--- config.mk ---
export PLATFORM = sky130hd
export DESIGN_NAME = fir10_block_parallel
export DESIGN_NICKNAME = d
export VERILOG_FILES = /design/src/rtl/fir10_block_parallel.sv
export SDC_FILE = /design/constraint.sdc
export NUM_CORES = 2
export LEC_CHECK = 0
export ABC_AREA = 0
export BUFFER_PORTS_ARGS = -buffer_cell sky130_fd_sc_hd__buf_2
export CAP_MARGIN = 30
export CORE_MARGIN = 3
export CORE_UTILIZATION = 60
export DETAILED_ROUTE_END_ITERATION = 10
export PLACE_DENSITY = 0.82
export SYNTH_ARGS = -nofsm -noshare
export SYNTH_HDL_FRONTEND = slang
export SYNTH_SLANG_ARGS = --single-unit
--- constraint.sdc ---
create_clock -name clk -period 6.3 [get_ports clk]
set_clock_uncertainty 0.1 [all_clocks]
set_input_delay 0.945 -clock clk [delete_from_list [all_inputs] [get_ports clk]]
set_output_delay 0.945 -clock clk [all_outputs]
set_load 0.05 [all_outputs]
--- src/rtl/fir10_block_parallel.sv ---
// ============================================================================
// Module   : fir10_block_parallel
// Purpose  : 10-tap block-parallel FIR, 10 samples in / 10 results out per clock,
//            fixed 3-cycle latency, per-word bypass via data_en.
// Options  : define FIR10_ROUND_EN for round-half-up output normalised by 2^(COEF_W-1)
// Revision : 1.0  initial release
// ============================================================================
`default_nettype none

module fir10_block_parallel #(
  parameter int LANES  = 10,
  parameter int DATA_W = 9,
  parameter int COEF_W = 11,
  parameter int OUT_W  = 24,
  parameter logic [LANES*COEF_W-1:0] COEFS = {11'd1, 11'd3, 11'd8, 11'd14, 11'd18,
                                              11'd18, 11'd14, 11'd8, 11'd3, 11'd1}
) (
  input  logic                    clk,
  input  logic                    rst_n,
  input  logic [LANES*DATA_W-1:0] data_in,
  input  logic                    data_en,
  output logic [LANES*OUT_W-1:0]  data_out
);

  localparam int PROD_W = DATA_W + COEF_W;
`ifdef FIR10_ROUND_EN
  localparam logic signed [OUT_W-1:0] RND_HALF = OUT_W'(1) <<< (COEF_W - 2);
`endif

  logic signed [DATA_W-1:0] x_d    [LANES];
  logic signed [DATA_W-1:0] x_q    [LANES];
  logic signed [DATA_W-1:0] hist_q [LANES];
  logic                     en1_q;

  logic signed [PROD_W-1:0] prod_d [LANES][LANES];
  logic signed [PROD_W-1:0] prod_q [LANES][LANES];
  logic signed [DATA_W-1:0] byp2_q [LANES];
  logic                     en2_q;

  logic signed [OUT_W-1:0]  sum_d  [LANES];
  logic signed [OUT_W-1:0]  filt_d [LANES];
  logic signed [OUT_W-1:0]  out_d  [LANES];
  logic signed [OUT_W-1:0]  out_q  [LANES];

  for (genvar k = 0; k < LANES; k++) begin : g_lane
    logic signed [OUT_W-1:0] acc;

    assign x_d[k] = data_in[k*DATA_W +: DATA_W];

    for (genvar i = 0; i < LANES; i++) begin : g_tap
      localparam logic signed [COEF_W-1:0] H = COEFS[i*COEF_W +: COEF_W];
      // Taps reaching before lane 0 of the current word read the previous word.
      if (i <= k) begin : g_cur
        assign prod_d[k][i] = PROD_W'(x_q[k-i]) * PROD_W'(H);
      end else begin : g_hist
        assign prod_d[k][i] = PROD_W'(hist_q[LANES+k-i]) * PROD_W'(H);
      end
    end

    always_comb begin
      acc = '0;
      for (int i = 0; i < LANES; i++) begin
        acc = acc + OUT_W'(prod_q[k][i]);
      end
    end
    assign sum_d[k] = acc;

`ifdef FIR10_ROUND_EN
    assign filt_d[k] = (sum_d[k] + RND_HALF) >>> (COEF_W - 1);
`else
    assign filt_d[k] = sum_d[k];
`endif

    assign out_d[k] = en2_q ? OUT_W'(byp2_q[k]) : filt_d[k];
    assign data_out[k*OUT_W +: OUT_W] = out_q[k];
  end

  always_ff @(posedge clk) begin
    if (!rst_n) begin
      en1_q <= 1'b0;
      en2_q <= 1'b0;
      for (int k = 0; k < LANES; k++) begin
        x_q[k]    <= '0;
        hist_q[k] <= '0;
        byp2_q[k] <= '0;
        out_q[k]  <= '0;
        for (int i = 0; i < LANES; i++) begin
          prod_q[k][i] <= '0;
        end
      end
    end else begin
      en1_q <= data_en;
      en2_q <= en1_q;
      for (int k = 0; k < LANES; k++) begin
        x_q[k]    <= x_d[k];
        hist_q[k] <= x_q[k];
        byp2_q[k] <= x_q[k];
        out_q[k]  <= out_d[k];
        for (int i = 0; i < LANES; i++) begin
          prod_q[k][i] <= prod_d[k][i];
        end
      end
    end
  end

endmodule

`default_nettype wire

* Yosys cells after proc, flatten, opt, wreduce, memory -nomap -nowiden
Memory sizes are Yosys's and may differ from the RTL's. Index checks and enable logic that the tools add are counted.
Storage, ports and cells: output and inout bits 240, memories kept 5, bits in registers 2, bits in latches 0, input bits 93, RAM bits 2410, ROM bits 0, logic and storage cells 430
Cells by class: $lt $le $gt $ge 0, shifts and indexed selects 0, multipliers 41, bitwise gates (word level) 140, multiplexer cells 152, add/sub/neg operators 90, reductions and logical operators 0, div/mod/pow operators 0, equal/unequal tests 0
Memories:
- prod_q | depth 10, width 190, read ports 10, clocked after Yosys merged registers in 0, write ports 10, RTL line 36 | logic signed [PROD_W-1:0] prod_q [LANES][LANES];
- out_q | depth 10, width 24, read ports 10, clocked after Yosys merged registers in 0, write ports 10, RTL line 43 | logic signed [OUT_W-1:0] out_q [LANES];
- byp2_q | depth 10, width 9, read ports 10, clocked after Yosys merged registers in 0, write ports 10, RTL line 37 | logic signed [DATA_W-1:0] byp2_q [LANES];
- hist_q | depth 10, width 9, read ports 9, clocked after Yosys merged registers in 0, write ports 10, RTL line 32 | logic signed [DATA_W-1:0] hist_q [LANES];
- x_q | depth 10, width 9, read ports 10, clocked after Yosys merged registers in 0, write ports 10, RTL line 31 | logic signed [DATA_W-1:0] x_q [LANES];
Operator list (number):
- adder 24 x 20 -> 24 bit | 50
- 2-to-1 mux 20 bit | 40
- 2-to-1 mux 19 bit | 40
- 2-to-1 mux 24 bit | 20
- 2-to-1 mux 17 bit | 20
- 2-to-1 mux 9 bit | 30
- adder 23 x 20 -> 24 bit | 10
- adder 22 x 20 -> 23 bit | 10
- adder 21 x 20 -> 22 bit | 10
- adder 20 x 20 -> 21 bit | 10
- multiplier 9 x 3 -> 12 bit, second input constant | 17
- multiplier 9 x 4 -> 13 bit, second input constant | 13
- multiplier 9 x 5 -> 14 bit, second input constant | 11
- OR 1 bit | 140
- 2-to-1 mux 1 bit | 2

* Logic depth before layout (Yosys ltp)
An unclocked memory read counts as a cell.
word-level depth 12, gate-level depth with buffers 19

* Least setup slack after synthesis
No wires, ideal clock.
path type reg-to-reg, start point mem prod_q[2][149] in the netlist's numbering, end point mem out_q[9][17], setup time 0.131 ns, data required time 6.069 ns, slack 1.169 ns, path buffers 0, stages on the path, launching flop included 17, arrival 4.900 ns, cell sequence dfxtp_1 > inv_1 > fa_1 > inv_1 > fa_1 > fa_1 > fa_1 > inv_1 > fa_1 > inv_1 > ha_1 > and3_1 > nand3_1 > o21a_1 > a311oi_1 > o21a_1 > o31ai_1
RTL lines (RTL line):
- start: declaration | 36
- end: declaration | 43

==> summary.txt <==
Leading area contributor after synthesis: fa_1
Post-Synthesis Cells: 7,656
Row count: 132
CP Max Fanout: 8
RSZ-0062 raised after global routing: no
Fraction of layout cells with a size suffix above 1: 9.01%
Pwr per Cell Area: 430 mW/mm2
Syn Nets: 9,713
Top post-synthesis cells by area: fa_1 31%, dfxtp_1 24%, ha_1 12%
DRT iter0 DRCs: 4,226
Leak: 45.6 nW
Die Area: 0.135 mm2
Longest Clk Path Bufs: 3
Grt ovf: 0
GRT Overall Usage: 41.3%
Reg-to-reg slack, setup: 0.35 ns
Hold WC Path Type: in -> reg
Crit Path Class: reg -> reg
Wire per inst: 27.9 um
# setup viols final: 0
Die Width: 368 um
Worst EP required: 6.81 ns
Hold_buf cts: 0
Most common flop cell mapped by yosys: dfxtp_1
Slew Viols, Final: 0
Max Cap Viol: 0
Post-CTS Resized: 0
Total number of H-tree levels: 3
Vias in the first global route: 59,400
Die Ht: 368 um
CTS tree: yes
Status: finished, final reports clean
Netlist cell types: 86
Mapped Area: 0.0786 mm2
Register bit total from synthesis: 954
Final hold viol count: 0
Worst-skew pair later-pin latency: 0.75 ns
Initial antenna violation count: 15
Via count: 55,700
Synth Area per Inst: 10.3 um2
CTS buffer count: 109
Shortest period the worst path allows: 5.95 ns
Via/cell ratio: 5.63
Gp weighted congestion: 1.06
Yosys warns: 0
Fmax: 0.168 GHz
Startpoint class of the critical path: register
Remaining antenna violation count: 0
Final core utilization: 66.7%
Buffers on Ports: 332
Global-route wire length before repair: 396 mm
Final period util: 94.4%
Drt first pass iters: 5
Initial Util: 60.5%
# Post-CTS Setup Buffers: 0
Count of clock tree sinks: 954
Peak VDD IR: 0.000482 V
Worst slew pin tran: 1.00 ns
CP endpoint kind: register
Arr. time, crit path: 6.46 ns
Post-synth ARST share: 0%
Root Buffer: clkbuf_16
Core area: 0.130 mm2
Largest net degree at the start of global routing: 221
Post-DP HPWL: 235 mm
Most frequent cells after synthesis: 1,693 x inv_1, 1,219 x fa_1, 954 x dfxtp_1
Fin Setup TNS: 0 ns
Sequential-to-total area share from yosys stat: 24.3%
Synthesis-to-finish area growth: 10.2%
Post-synth EDFFs: 0
Worst-path clk slew: 0.07 ns
Rel. slew slack: 33.0%
Worst-case hold slack: 0.302 ns
WL final: 276 mm
# nets final: 10,100
Drt drc: 0
Area share of the largest cell type after synthesis: 31.1%
I/O pins: 333
Most frequent cell after synthesis: inv_1
==> placed cells by master, fill, tap and decap left out, types with 59 or more instances in the layout <==
cell / n
nor2b_1: 78
inv_1: 1693
xor2_1: 212
dfxtp_1: 953
and2_1: 650
o21ai_0: 206
nand2_1: 194
mux2i_1: 60
buf_2: 331
fa_1: 1219
nor2_1: 124
nand2b_1: 63
a21o_1: 216
xnor2_1: 138
ha_1: 745
buf_4: 117
and3_1: 59
a21oi_1: 219
clkbuf_16: 109
o21ai_1: 75
==> state kept, by name, summed over array words and instances (netlist names) <==
name,cells
byp2_q,56
en1_q,1
en2_q,1
hist_q,29
out_q,240
prod_q,537
x_q,90
==> routing by layer <==
metal / track usage (%) / share of wire, % / wire length (um)
met1: 49.8 / 38 / 104000
met2: 67.3 / 46 / 128000
met3: 9.36 / 8.4 / 23200
met4: 25.6 / 7.5 / 20600
met5: 0 / 0.021 / 59
==> power by group <==
part | total [mW] | switching [mW] | internal [mW] | leakage, nW
combinational | 22.7 | 14.2 | 8.48 | 35.9
clock | 6.84 | 2.90 | 3.95 | 1.84
sequential | 7.65 | 0.658 | 6.99 | 7.87
==> area by class of cell <==
cell class / count / area [um2]
Antenna cell: 6 / 15.0
Tap cell: 1742 / 2180
Fill cell: 10200 / 43200
Sequential cell: 954 / 19100
Multi-Input combinational cell: 4846 / 52500
Timing Repair Buffer: 453 / 2640
Inverter: 1695 / 6360
Clock buffer: 142 / 3080
Clock inverter: 58 / 706
==> cell families (layout without fill, tap and decap cells) <==
| kind of cell | count (synthesis) | in the layout | share of synthesized area (%) |
|---|---|---|---|
| adder cells (fa/ha/maj) | 1964 | 1964 | 42.9 |
| buffers and inverters | 1856 | 2348 | 8.88 |
| AND/OR/NAND/NOR | 1416 | 1416 | 10.4 |
| AO/OA/AOI/OAI | 1053 | 1053 | 8.84 |
| flip-flops | 954 | 954 | 24.3 |
| XOR/XNOR | 350 | 350 | 3.90 |
| multiplexers | 63 | 63 | 0.807 |
| other | 0 | 6 | 0 |
==> metrics by stage <==
step                setup WS, ns  instances  power [mW]  area (um2)
CTS                        0.427       9889        37.0       86600
detailed placement         0.473       9689        30.1       82800
global placement           0.539       9689        29.6       82800
floorplan                   1.17       7656        23.2       78600
global route               0.131       9890        39.6       86600
finish                     0.350       9896        37.2       86600
==> critical path, stage by stage, from the launching register on <==
cell and delay [ns]:
dfxtp_1 0.81, fa_1 0.56, fa_1 0.50, fa_1 0.50, fa_1 0.49, inv_1 0.05
fa_1 0.42, inv_1 0.07, ha_1 0.19, inv_1 0.08, fa_1 0.48, nor2b_1 0.21
o2111ai_1 0.12, buf_4 0.20, nand4b_1 0.15, o2111ai_1 0.20, o21ai_1 0.21, nand2_1 0.13
a221o_1 0.34
==> worst paths after layout <==
path	from	endpoint	cells after the start
max	hist_q[0][28]$_SDFF_PN0_	out_q[5][18]$_SDFF_PN0_	18
min	data_in[24]	x_q[2][6]$_SDFF_PN0_	2
max reg2reg	hist_q[0][28]$_SDFF_PN0_	out_q[5][18]$_SDFF_PN0_	18
min reg2reg	x_q[9][8]$_SDFF_PN0_	prod_q[9][188]$_SDFF_PN0_	1
Power figures use the tool's default switching activity.
